## src/rtl/mem_access_unit.sv

```systemverilog
// LC-3b memory-stage access controller: sequences loads, stores, indirect and TRAP fetches over dmem.
// Optional MEM_ALIGN_CHECK_EN adds align_err and rejects odd word addresses instead of clearing bit 0.
module mem_access_unit (
  input  logic        clk,
  input  logic        reset_n,
  input  logic        valid_in,
  input  logic [2:0]  mem_op,
  input  logic [15:0] addr_in,
  input  logic [15:0] store_data_in,
  input  logic [2:0]  dest_in,
  output logic        dmem_read,
  output logic        dmem_write,
  output logic [15:0] dmem_address,
  output logic [15:0] dmem_wdata,
  output logic [1:0]  dmem_byte_enable,
  input  logic        dmem_resp,
  input  logic [15:0] dmem_rdata,
  output logic        stall,
  output logic        wb_valid,
  output logic [15:0] wb_mem_data,
  output logic [15:0] wb_alu_out,
  output logic [2:0]  wb_dest
`ifdef MEM_ALIGN_CHECK_EN
  ,
  output logic        align_err
`endif
);

  typedef enum logic [1:0] {IDLE, IND_ADDR, ACCESS, DONE} state_t;

  localparam logic [2:0] OP_NONE = 3'd0;
  localparam logic [2:0] OP_LDB  = 3'd2;
  localparam logic [2:0] OP_STR  = 3'd3;
  localparam logic [2:0] OP_STB  = 3'd4;
  localparam logic [2:0] OP_LDI  = 3'd5;
  localparam logic [2:0] OP_STI  = 3'd6;

  function automatic logic is_word(input logic [2:0] op);
    return (op != OP_LDB) && (op != OP_STB);
  endfunction

  function automatic logic is_store(input logic [2:0] op);
    return (op == OP_STR) || (op == OP_STB) || (op == OP_STI);
  endfunction

  function automatic logic is_ind(input logic [2:0] op);
    return (op == OP_LDI) || (op == OP_STI);
  endfunction

  state_t      state_q, state_d;
  logic [2:0]  op_q, op_d;
  logic [15:0] addr_q, addr_d;
  logic [15:0] data_q, data_d;
  logic [2:0]  dest_q, dest_d;
  logic [15:0] wb_mem_data_q, wb_mem_data_d;
`ifdef MEM_ALIGN_CHECK_EN
  logic        align_err_q, align_err_d;
`endif

  logic        req;
  logic [15:0] eff_addr;

  assign req      = valid_in && (mem_op != OP_NONE);
  assign eff_addr = is_word(op_q) ? {addr_q[15:1], 1'b0} : addr_q;

  always_comb begin
    state_d       = state_q;
    op_d          = op_q;
    addr_d        = addr_q;
    data_d        = data_q;
    dest_d        = dest_q;
    wb_mem_data_d = wb_mem_data_q;
`ifdef MEM_ALIGN_CHECK_EN
    align_err_d   = 1'b0;
`endif
    case (state_q)
      IDLE: begin
        if (req) begin
          op_d    = mem_op;
          addr_d  = addr_in;
          data_d  = store_data_in;
          dest_d  = dest_in;
          state_d = is_ind(mem_op) ? IND_ADDR : ACCESS;
`ifdef MEM_ALIGN_CHECK_EN
          if (is_word(mem_op) && addr_in[0]) begin
            state_d     = DONE;
            align_err_d = 1'b1;
          end
`endif
        end
      end
      IND_ADDR: begin
        if (dmem_resp) begin
          addr_d  = dmem_rdata;
          state_d = ACCESS;
`ifdef MEM_ALIGN_CHECK_EN
          if (dmem_rdata[0]) begin
            state_d     = DONE;
            align_err_d = 1'b1;
          end
`endif
        end
      end
      ACCESS: begin
        if (dmem_resp) begin
          if (!is_store(op_q)) wb_mem_data_d = dmem_rdata;
          state_d = DONE;
        end
      end
      DONE:    state_d = IDLE;
      default: state_d = IDLE;
    endcase
  end

  always_ff @(posedge clk or negedge reset_n) begin
    if (!reset_n) begin
      state_q       <= IDLE;
      op_q          <= OP_NONE;
      addr_q        <= 16'h0000;
      data_q        <= 16'h0000;
      dest_q        <= 3'd0;
      wb_mem_data_q <= 16'h0000;
`ifdef MEM_ALIGN_CHECK_EN
      align_err_q   <= 1'b0;
`endif
    end else begin
      state_q       <= state_d;
      op_q          <= op_d;
      addr_q        <= addr_d;
      data_q        <= data_d;
      dest_q        <= dest_d;
      wb_mem_data_q <= wb_mem_data_d;
`ifdef MEM_ALIGN_CHECK_EN
      align_err_q   <= align_err_d;
`endif
    end
  end

  // Bus outputs are pure decodes of the latched request, so they stay put while memory waits.
  always_comb begin
    dmem_read  = (state_q == IND_ADDR) || ((state_q == ACCESS) && !is_store(op_q));
    dmem_write = (state_q == ACCESS) && is_store(op_q);
    if (dmem_write && !is_word(op_q))
      dmem_byte_enable = addr_q[0] ? 2'b10 : 2'b01;
    else if (dmem_read || dmem_write)
      dmem_byte_enable = 2'b11;
    else
      dmem_byte_enable = 2'b00;
  end

  assign dmem_address = eff_addr;
  assign dmem_wdata   = is_word(op_q) ? data_q : {data_q[7:0], data_q[7:0]};
  assign stall        = ((state_q == IDLE) && req) || (state_q == IND_ADDR) || (state_q == ACCESS);
  assign wb_valid     = (state_q == DONE);
  assign wb_mem_data  = wb_mem_data_q;
  assign wb_alu_out   = eff_addr;
  assign wb_dest      = dest_q;
`ifdef MEM_ALIGN_CHECK_EN
  assign align_err    = align_err_q;
`endif

endmodule

```

## config.mk

```make
export PLATFORM = sky130hd
export DESIGN_NAME = mem_access_unit
export DESIGN_NICKNAME = d
export VERILOG_FILES = /design/src/rtl/mem_access_unit.sv
export SDC_FILE = /design/constraint.sdc
export NUM_CORES = 1
export LEC_CHECK = 0
export BUFFER_PORTS_ARGS = -buffer_cell sky130_fd_sc_hd__buf_2
export CAP_MARGIN = 25
export CORE_ASPECT_RATIO = 0.6
export CORE_MARGIN = 2
export CORE_UTILIZATION = 40
export CTS_BUF_LIST = sky130_fd_sc_hd__clkbuf_16
export DETAILED_ROUTE_END_ITERATION = 8
export HOLD_SLACK_MARGIN = 0.02
export PLACE_DENSITY = 0.69
export RECOVER_POWER = 25
export SETUP_SLACK_MARGIN = 0.4
export SYNTH_ARGS = -nofsm -noshare
export SYNTH_HDL_FRONTEND = slang
export SYNTH_SLANG_ARGS = --single-unit
```

## constraint.sdc

```tcl
create_clock -name clk -period 4.9 [get_ports clk]
set_input_delay 0.98 -clock clk [delete_from_list [all_inputs] [get_ports clk]]
set_output_delay 0.98 -clock clk [all_outputs]
set_load 0.03 [all_outputs]
```

==> results.md, run 1 <==
- Final Slew Violations: 0
- Nets: 373
- Critical Path Source Type: register
- Post-CTS setup buffers: 0
- FP Rows: 24
- Synthesized area: 3000 um^2
- Arr. time, crit path: 2070 ps
- Antenna violations before repair: 0
- Share of layout cells above drive strength 1: 71.7%
- Die ar.: 8240 um^2
- #FFs+latches synth: 56
- CTS max path bufs: 2
- Vias/cell: 4.52
- Setup Viol. Count Final: 0
- Most frequent cells in the layout: buf_2, mux2_2, dfrtp_1, mux2_4
- TritonCTS clock tree: done
- DRT Pass-1 Iters: 3
- Slew @ Worst Pin: 930 ps
- Final ANT Viol Nets: 0
- Vias in the first global route: 1856
- Routed length per instance: 14.1 um
- Post-synth net total: 279
- Post-synth EDFFs: 0
- Synth Instances: 216
- Hold slack: 494 ps
- Die Width: 116 um
- Root Buffer: clkbuf_16
- Via count: 1874
- GR Overflow Total: 0
- Layout area overhead: 21.0%
- RSZ-0062 raised after global routing: no
- Htree depth: 2
- Synth Flop Type: dfrtp_1
- Yosys warns: 0
- Post-Route WL: 5840 um
- Number of hold buffers added after cts: 0
- FFs w/ async S/R, synth: 100%
- Relative slew slack: 38.0%
- Detailed placement HPWL: 4380 um
- Max-Cap Viols: 0
- Global-route wire length before repair: 9290 um
- IO Port Bufs: 130
- Setup CP Type: reg2out
- Status: complete, no violations
- Hold violation count in the final report: 0
- Worst endpoint required time: 3920 ps
- Core box area: 7270 um^2
- Crit. End Element: output port
- Clock Sinks: 56
- Starting Density: 41.3%
- Final worst-path cycle share: 62.3%
- Worst-path clk slew: 70 ps
- Tmin final: 3050 ps
- Worst skew pair latency: 290 ps
- Critical-path cell list: inv_1 -> ha_1 -> nor2_1 -> nand2_1 -> buf_2
- Crit Path Max Fanout: 19
- Die Y-Extent: 71.1 um
- Total Routing Usage GR: 14.3%
- Type of the worst min-delay path: reg2reg
- Max stage delay cell, worst path: ha_1
- DR iter-0 viols: 26
- TritonCTS Buffers: 5
- Largest net degree at the start of global routing: 57
- Commonest non-fill, non-tap cell in the layout: buf_2
- Final GP Congestion: 0.723
- Post-synth cell types: 27
- Residual DRC: 0
- Layout Skew: 2.45 ps
- Seq/Total Area, Yosys: 46.7%
- I/O pins: 131
- Setup TNS: 0 ps
- Inserted Diodes: 0
- Post-CTS sizing: 0
- Max incr delay on CP: 780 ps
- Fmax achieved: 328 MHz
- Syn Area/Cell: 13.9 um^2
## path summary, 6_finish.rpt
path,endpoint,from,slack (ps),depth (start not counted)
worst max-delay path,stall,state_q[1]$_DFFE_PN0P_,1850,5
worst min-delay path,data_q[15]$_DFFE_PN0P_,data_q[15]$_DFFE_PN0P_,490,1
worst max register to register,addr_q[9]$_DFFE_PN0P_,state_q[1]$_DFFE_PN0P_,2270,5
worst min register to register,data_q[15]$_DFFE_PN0P_,data_q[15]$_DFFE_PN0P_,490,1
max in group asynchronous,addr_q[5]$_DFFE_PN0P_,reset_n,3600,2
min in group asynchronous,wb_dest[1]$_DFFE_PN0P_,reset_n,840,2
## cell usage after synthesis, types with 2 or more instances
cell type	n	area [um^2]
ha_1	5	62.6
o22ai_1	2	12.5
dfrtp_1	56	1400
mux2_2	66	743
nor2b_4	2	27.5
mux2i_1	4	40.0
o41ai_1	2	17.5
nand2_1	4	15.0
inv_1	4	15.0
buf_4	43	323
nor2_1	2	7.51
xnor2_1	2	17.5
mux2_4	10	150
## layer usage
layer,GRT usage (%),vias to the layer above,wire [um]
met4,1.59,0,8
met2,22.4,68,2600
met5,0,-,0
met1,20.4,905,2820
met3,4.37,2,412
li1,-,899,-
## per-stage QoR
step / area [um^2] / setup slack (ps) / utilization, % / cells
2_1_floorplan: 3000 / 2100 / - / 216
3_3_place_gp: 3440 / 2220 / 47.3 / 406
3_5_place_dp: 3470 / 2140 / 47.7 / 407
4_1_cts: 3630 / 1830 / 50.0 / 415
5_1_grt: 3630 / 1720 / 50.0 / 415
6_report: 3630 / 1850 / 50.0 / 415
## flip-flops by register name, indices dropped and copies added (netlist names)
| register | count |
|---|---|
| addr_q | 16 |
| data_q | 16 |
| wb_mem_data | 16 |
| op_q | 3 |
| wb_dest | 3 |
| state_q | 2 |
## critical path: cells and delay by family (launching register included)
family,cells,cell delay [ps]
adder cells (fa/ha/maj),1,780
buffers and inverters,2,320
flip-flops,1,410
AND/OR/NAND/NOR,2,270
## kinds of logic (layout without fill, tap and decap cells)
family	after synthesis	in the layout	synth area share, %
adder cells (fa/ha/maj)	5	5	2.08
buffers and inverters	50	145	12.4
AO/OA/AOI/OAI	12	12	4.75
XOR/XNOR	2	2	0.583
multiplexers	81	81	31.5
flip-flops	56	56	46.7
AND/OR/NAND/NOR	10	10	2.04
## area by class of cell
class	count	area, um^2
timing repair buffer	133	693
fill	672	3630
tap	104	130
multi-input combinational	110	1230
clock inverter	3	38.8
inverter	4	15.0
clock buffer	5	125
sequential	56	1400
Power of run 1 is not shown: default switching activity piles up to over one toggle a cycle in this logic, so the estimate is an artifact.
==> run 2, diff against run 1 <==
Settings changed: PLACE_DENSITY 0.69 to 0.72.
Clock period 4.9 ns to 2.5 ns, I/O delays scaled along.
==> run 2 against run 1 <==
Effect of this change: first-iteration DRC count up 73%; flip-flop and latch count unchanged; register-to-register slack worse by 1800 ps; critical path type unchanged; global-route usage up 1.7 points; critical endpoint is now dmem_wdata[14]; non-clock buffer count up 13.
==> results.md, run 2 (synthesis gave the netlist of run 1 again) <==
- Slew @ Worst Pin: 1260 ps (+330 ps)
- Number of hold buffers added after cts: 0 (unchanged)
- Setup Viol. Count Final: 0 (unchanged)
- DRT Pass-1 Iters: 4 (+1)
- Root Buffer: clkbuf_16
- Die ar.: 8240 um^2 (unchanged)
- Die Width: 116 um (unchanged)
- Critical-path cell list: xnor2_4 -> nor2_4 -> buf_12 -> mux2_4 -> buf_6
- TritonCTS clock tree: done
- Max-Cap Viols: 0 (unchanged)
- Relative slew slack: 16.0% (-22 points)
- Setup CP Type: reg2out
- Post-Route WL: 6530 um (+12%)
- Layout area overhead: 28.6%
- Fmax achieved: 471 MHz
- Most frequent cells in the layout: buf_2, mux2_2, dfrtp_1, mux2_4, buf_4
- Worst-path clk slew: 70 ps (about the same)
- Crit Path Max Fanout: 6 (-13)
- Final worst-path cycle share: 84.9%
- Total Routing Usage GR: 16.0% (+1.7 points)
- Final ANT Viol Nets: 0 (unchanged)
- Core Util, Final: 53.1% (+3.2 points)
- Critical Path Source Type: register
- Layout Skew: 2.97 ps (+0.524 ps)
- Worst skew pair latency: 290 ps (about the same)
- Arr. time, crit path: 1620 ps (-450 ps)
- Antenna violations before repair: 0 (unchanged)
- DR iter-0 viols: 45 (+73%)
- Final instance area: 3860 um^2 (+6.3%)
- IO Port Bufs: 130 (unchanged)
- Htree depth: 2 (unchanged)
- Post-placement cell area: 3490 um^2 (+0.50%)
- FP Rows: 24 (unchanged)
- Clock Sinks: 56 (unchanged)
- Detailed placement HPWL: 4850 um (+11%)
- Inserted Diodes: 0 (unchanged)
- TritonCTS Buffers: 5 (unchanged)
- Final Slew Violations: 0 (unchanged)
- Crit. End Element: output port
- Via count: 2002 (+6.8%)
- Type of the worst min-delay path: in2reg
- Status: complete, no violations
- Routed length per instance: 15.3 um (+8.4%)
- Worst endpoint required time: 2000 ps (-1920 ps)
- Vias/cell: 4.68 (+3.6%)
- Final GP Congestion: 0.760 (+5.1%)
- CTS max path bufs: 2 (unchanged)
- RSZ-0062 raised after global routing: yes
- Tmin final: 2120 ps
- Max incr delay on CP: 450 ps (-330 ps)
- Starting Density: 41.3% (unchanged)
- GR Overflow Total: 0 (unchanged)
- Setup TNS: 0 ps (unchanged)
- Largest net degree at the start of global routing: 24 (-58%)
- Max stage delay cell, worst path: dfrtp_2
- Hold violation count in the final report: 0 (unchanged)
- Vias in the first global route: 2021 (+8.9%)
- Commonest non-fill, non-tap cell in the layout: buf_2
- Die Y-Extent: 71.1 um (unchanged)
- Global-route wire length before repair: 10100 um (+8.5%)
- Core box area: 7270 um^2 (unchanged)
- Nets: 386 (+3.5%)
- Residual DRC: 0 (unchanged)
- I/O pins: 131 (unchanged)
- Share of layout cells above drive strength 1: 75.6% (+3.9 points)
## run 2: area by class of cell
class	count	area (um^2)
clock buffers	5	125
well taps	104	130
repair buffers	146	841
fillers	641	3410
multi-input cells	110	1330
clock inverters	3	18.8
inverters	4	15.0
flip-flops and latches	56	1410
## run 2: layer usage
layer  global-route usage [%]  wire (um)  vias to the layer above
met2                     25.3       2890                       90
met4                     4.76         92                        0
met3                     5.06        482                        9
met1                     21.3       3070                      966
li1                         -          -                      937
met5                        0          0                        -
## run 2: repair_timing
action | in CTS | in global routing
endpoints found under the setup margin | 11 | 27
pin swaps | 2 | 2
setup buffers | 7 | 1
gates cloned | 0 | 0
resized for setup | 25 | 21
## run 2: stage by stage
step           setup WS, ps  hold WS, ps  instances
6_report                376          422        428
5_1_grt                 282          417        428
4_1_cts                 339          194        427
3_5_place_dp            410          492        412
3_3_place_gp            493          485        412
2_1_floorplan           182          204        216
## run 2: path summary, 6_finish.rpt
path / slack (ps) / end / start / cells past startpoint
setup / recovery: 380 / dmem_wdata[14] / op_q[2]$_DFFE_PN0P_ / 5
hold / removal: 420 / data_q[15]$_DFFE_PN0P_ / store_data_in[15] / 2
setup reg to reg: 510 / addr_q[1]$_DFFE_PN0P_ / state_q[1]$_DFFE_PN0P_ / 7
hold reg to reg: 510 / wb_dest[2]$_DFFE_PN0P_ / wb_dest[2]$_DFFE_PN0P_ / 1
max in group asynchronous: 710 / wb_mem_data[2]$_DFFE_PN0P_ / reset_n / 2
min in group asynchronous: 460 / state_q[1]$_DFFE_PN0P_ / reset_n / 1
## run 2: critical path, delay by kind of cell, from the launching register on
| family | cells | cell delay (ps) |
|---|---|---|
| xor gates and xnor gates | 1 | 160 |
| muxes | 1 | 300 |
| and+or+nand+nor | 1 | 130 |
| buffers and inverters | 2 | 280 |
| DFF | 1 | 450 |
Power of run 2 is left out for the same reason.
==> run 3, diff against run 2 <==
Settings changed: ABC_AREA set to 1, PLACE_DENSITY 0.72 to 0.69.
Clock period 2.5 ns to 2 ns, I/O delays scaled along.
==> run 3 against run 2 <==
Effect of this change: the run now ends with max-capacitance violations, max-slew violations left; hold slack worse by 64 ps; cell area up 14%; core utilization up 6.7 points; synthesized cell count up 83%; synthesized area up 3.3%; critical endpoint is now dmem_byte_enable[0].
==> results.md, run 3 <==
- Slew @ Worst Pin: 1570 ps (+315 ps)
- Setup CP Type: reg2out
- Clock Sinks: 56 (unchanged)
- Core box area: 7390 um^2 (+1.7%)
- Max-Cap Viols: 1 (+1)
- Max stage delay cell, worst path: dfrtp_1
- Most frequent cell after synthesis: nand2_1
- Flop pwr share: 22.7%
- Hold EP: data_q[8]$_DFFE_PN0P_
- Hold depth: 3 (+1)
- R2R Path Start: state_q[0]$_DFFE_PN0P_
- Status: finished, violations left
- Residual DRC: 0 (unchanged)
- Post-Route WL: 9310 um (+43%)
- Arr. time, crit path: 1520 ps (-100 ps)
- Detailed placement HPWL: 5950 um (+23%)
- Antenna violations before repair: 0 (unchanged)
- Yosys warns: 0 (unchanged)
- Final GP Congestion: 0.841 (+11%)
- Combinational share of power: 68.1%
- Die Width: 118 um (+1.6%)
- Die Y-Extent: 72.2 um (+1.6%)
- Crit Path Max Fanout: 3 (-3)
- I/O pins: 131 (unchanged)
- Final worst-path cycle share: 95.8%
- Post-synth net total: 458 (+64%)
- Failing checks: max-capacitance violations, max-slew violations
- FF-to-FF End: addr_q[13]$_DFFE_PN0P_
- GR Overflow Total: 0 (unchanged)
- Final Slew Violations: 26 (+26)
- Type of the worst min-delay path: in2reg
- Post-synth cell types: 20 (-26%)
- Vias/cell: 4.93 (+5.4%)
- Most area-hungry cell type in the Yosys netlist: dfrtp_1
- Post-synth top cells: nand2_1, dfrtp_1, buf_4, inv_1, o21ai_0
- CTS max path bufs: 2 (unchanged)
- Synth Flop Type: dfrtp_1
- Critical Path Source Type: register
- Power share of the clock group: 9.2%
- Routed length per instance: 15.1 um (-0.76%)
- Vias in the first global route: 2831 (+40%)
- R2R cell count: 11 (+4)
- Htree depth: 2 (unchanged)
- Worst-path clk slew: 70 ps (about the same)
- Commonest non-fill, non-tap cell in the layout: nand2_1
- Final ANT Viol Nets: 0 (unchanged)
- Worst VDD drop: 0.661 mV
- Global-route wire length before repair: 13900 um (+37%)
- Fillers: 660 (+3.0%)
- DRT Pass-1 Iters: 4 (unchanged)
- Delay-heaviest family, CP: buffers and inverters
- Internal power: 4480 uW
- CP most frequent cell: buf_6
- Worst skew pair latency: 290 ps (about the same)
- Setup Viol. Count Final: 0 (unchanged)
- Top cell type's share of synthesized area: 45.2% (-1.5 points)
- Final Non-Filler Cells: 615 (+44%)
- Placed Cells: 580 (+41%)
- RSZ-0062 raised after global routing: yes
- Worst endpoint required time: 1600 ps (-400 ps)
- Sw Pwr: 4770 uW
- FP Rows: 24 (unchanged)
- Worst path bufs/invs: 3 (+1)
- #FFs+latches synth: 56 (unchanged)
- FFs w/ async S/R, synth: 100% (unchanged)
- Pwr/cell area: 2090 nW/um^2
- Nets: 573 (+48%)
- Layout Skew: 12.2 ps (+9.26 ps)
- Crit. End Element: output port
- Root Buffer: clkbuf_16
- Via count: 3032 (+51%)
- Total Routing Usage GR: 20.6% (+4.6 points)
- Synthesized area: 3100 um^2 (+3.3%)
- Critical-path cell list: inv_2 -> ha_4 -> nand4_1 -> buf_6 -> nand2_4 -> o21ai_4 -> buf_6
- Setup TNS: 0 ps (unchanged)
- Tmin final: 1920 ps
- Ranking of synthesized cells by area: dfrtp_1, nand2_1, buf_4, o21ai_0, inv_1
- Die ar.: 8500 um^2 (+3.2%)
- Flop-to-flop setup slack: 330 ps (-180 ps)
- Synth Instances: 395 (+83%)
- Inserted Diodes: 0 (unchanged)
- IO Port Bufs: 130 (unchanged)
- Sw frac: 51.5%
- Number of hold buffers added after cts: 0 (unchanged)
- Most frequent cells in the layout: nand2_1, buf_2, dfrtp_1, inv_1, nand2_2
- Share of layout cells above drive strength 1: 45.8% (-30 points)
- Relative slew slack: -4.99% (-21 points)
- Max incr delay on CP: 400 ps (-50 ps)
- Seq/Total Area, Yosys: 45.2% (-1.5 points)
- Post-synth EDFFs: 0 (unchanged)
- Syn Area/Cell: 7.86 um^2 (-43%)
- Leakage Power: 0.00242 uW
- Hold violation count in the final report: 0 (unchanged)
- Largest net degree at the start of global routing: 45 (+88%)
- Starting Density: 42.0% (+0.68 points)
- TritonCTS Buffers: 5 (unchanged)
- Layout area overhead: 42.4%
- Hold Startpoint: store_data_in[8]
- TritonCTS clock tree: done
- DR iter-0 viols: 234 (+420%)
- Fmax achieved: 522 MHz
-- run 3: cell count changes in the layout (fill, tap and decap cells not counted), moves of 7 or more --
cell,delta
a21oi_1,+7
buf_6,+14
inv_1,+28
mux2_2,-58
mux2_4,-18
nand2_1,+120
nand2_2,+25
nand3_1,+22
nand4_1,+18
o21ai_0,+14
o21ai_2,+8
-- run 3: power groups by stage --
stage | Sequential, uW | Clock (uW) | Combinational, uW
floorplan | 2350 | 0 | 3810
global placement | 2050 | 0 | 4730
detailed placement | 2070 | 0 | 4810
CTS | 2050 | 876 | 5650
global route | 2180 | 929 | 6700
finish | 2100 | 848 | 6300
-- run 3: worst max-delay path by stage --
stage / from / to / depth (start not counted)
2_1_floorplan: state_q[0]$_DFFE_PN0P_ / dmem_byte_enable[0] / 5
3_3_place_gp: state_q[0]$_DFFE_PN0P_ / dmem_byte_enable[0] / 6
3_5_place_dp: state_q[0]$_DFFE_PN0P_ / dmem_byte_enable[1] / 6
4_1_cts: state_q[0]$_DFFE_PN0P_ / dmem_byte_enable[0] / 6
5_1_grt: state_q[0]$_DFFE_PN0P_ / dmem_byte_enable[1] / 7
6_report: state_q[0]$_DFFE_PN0P_ / dmem_byte_enable[0] / 7
-- run 3: metal layers --
layer	GRT usage [%]	vias up	share of wire, %
met1	29.2	1430	47
met2	32.0	144	44
met4	6.69	0	1.6
met3	4.40	12	7.7
met5	0	-	0
li1	-	1446	-
-- run 3: final cells by class --
| class | instances | area [um^2] | share of cell area, % |
|---|---|---|---|
| tap | 104 | 130 | 2.95 |
| inverter | 32 | 140 | 3.17 |
| timing repair inverter | 1 | 8.76 | 0.198 |
| clock buffer | 5 | 125 | 2.83 |
| multi-input combinational | 251 | 1450 | 32.9 |
| clock inverter | 3 | 16.3 | 0.368 |
| sequential | 56 | 1410 | 31.8 |
| timing repair buffer | 163 | 1140 | 25.7 |
-- run 3: logic make-up after synthesis --
group                    count (synthesis)  share of synthesized area [%]
adder cells (fa/ha/maj)                  5                           2.02
AO/OA/AOI/OAI                           37                           6.81
AND/OR/NAND/NOR                        207                           28.5
buffers and inverters                   90                           17.5
flip-flops                              56                           45.2
-- run 3: timing repair --
item	in CTS	in global routing
setup buffers	13	8
hold endpoints to repair	0	0
cloned	2	4
pin swaps	8	10
endpoints found under the setup margin	37	51
resized for setup	57	46
-- run 3: worst reg2reg max path: cells and delay by family, from the launching register on --
kind / cells / cell delay, ps
buf+inv: 5 / 570
flops: 1 / 400
simple gates: 4 / 300
fa+ha+maj: 1 / 180
compound gates: 1 / 100
-- run 3: per-stage QoR --
step	hold WS, ps	power [uW]	util, %	worst slack, ps	area, um^2
global route	357	9810	59.8	51.3	4420
floorplan	104	6160	-	284	3230
CTS	145	8580	55.9	147	4130
finish	358	9260	59.8	83.9	4420
global placement	453	6770	49.4	133	3650
detailed placement	459	6870	49.4	87.2	3650
Note: power is estimated with default switching activity, not from simulation.
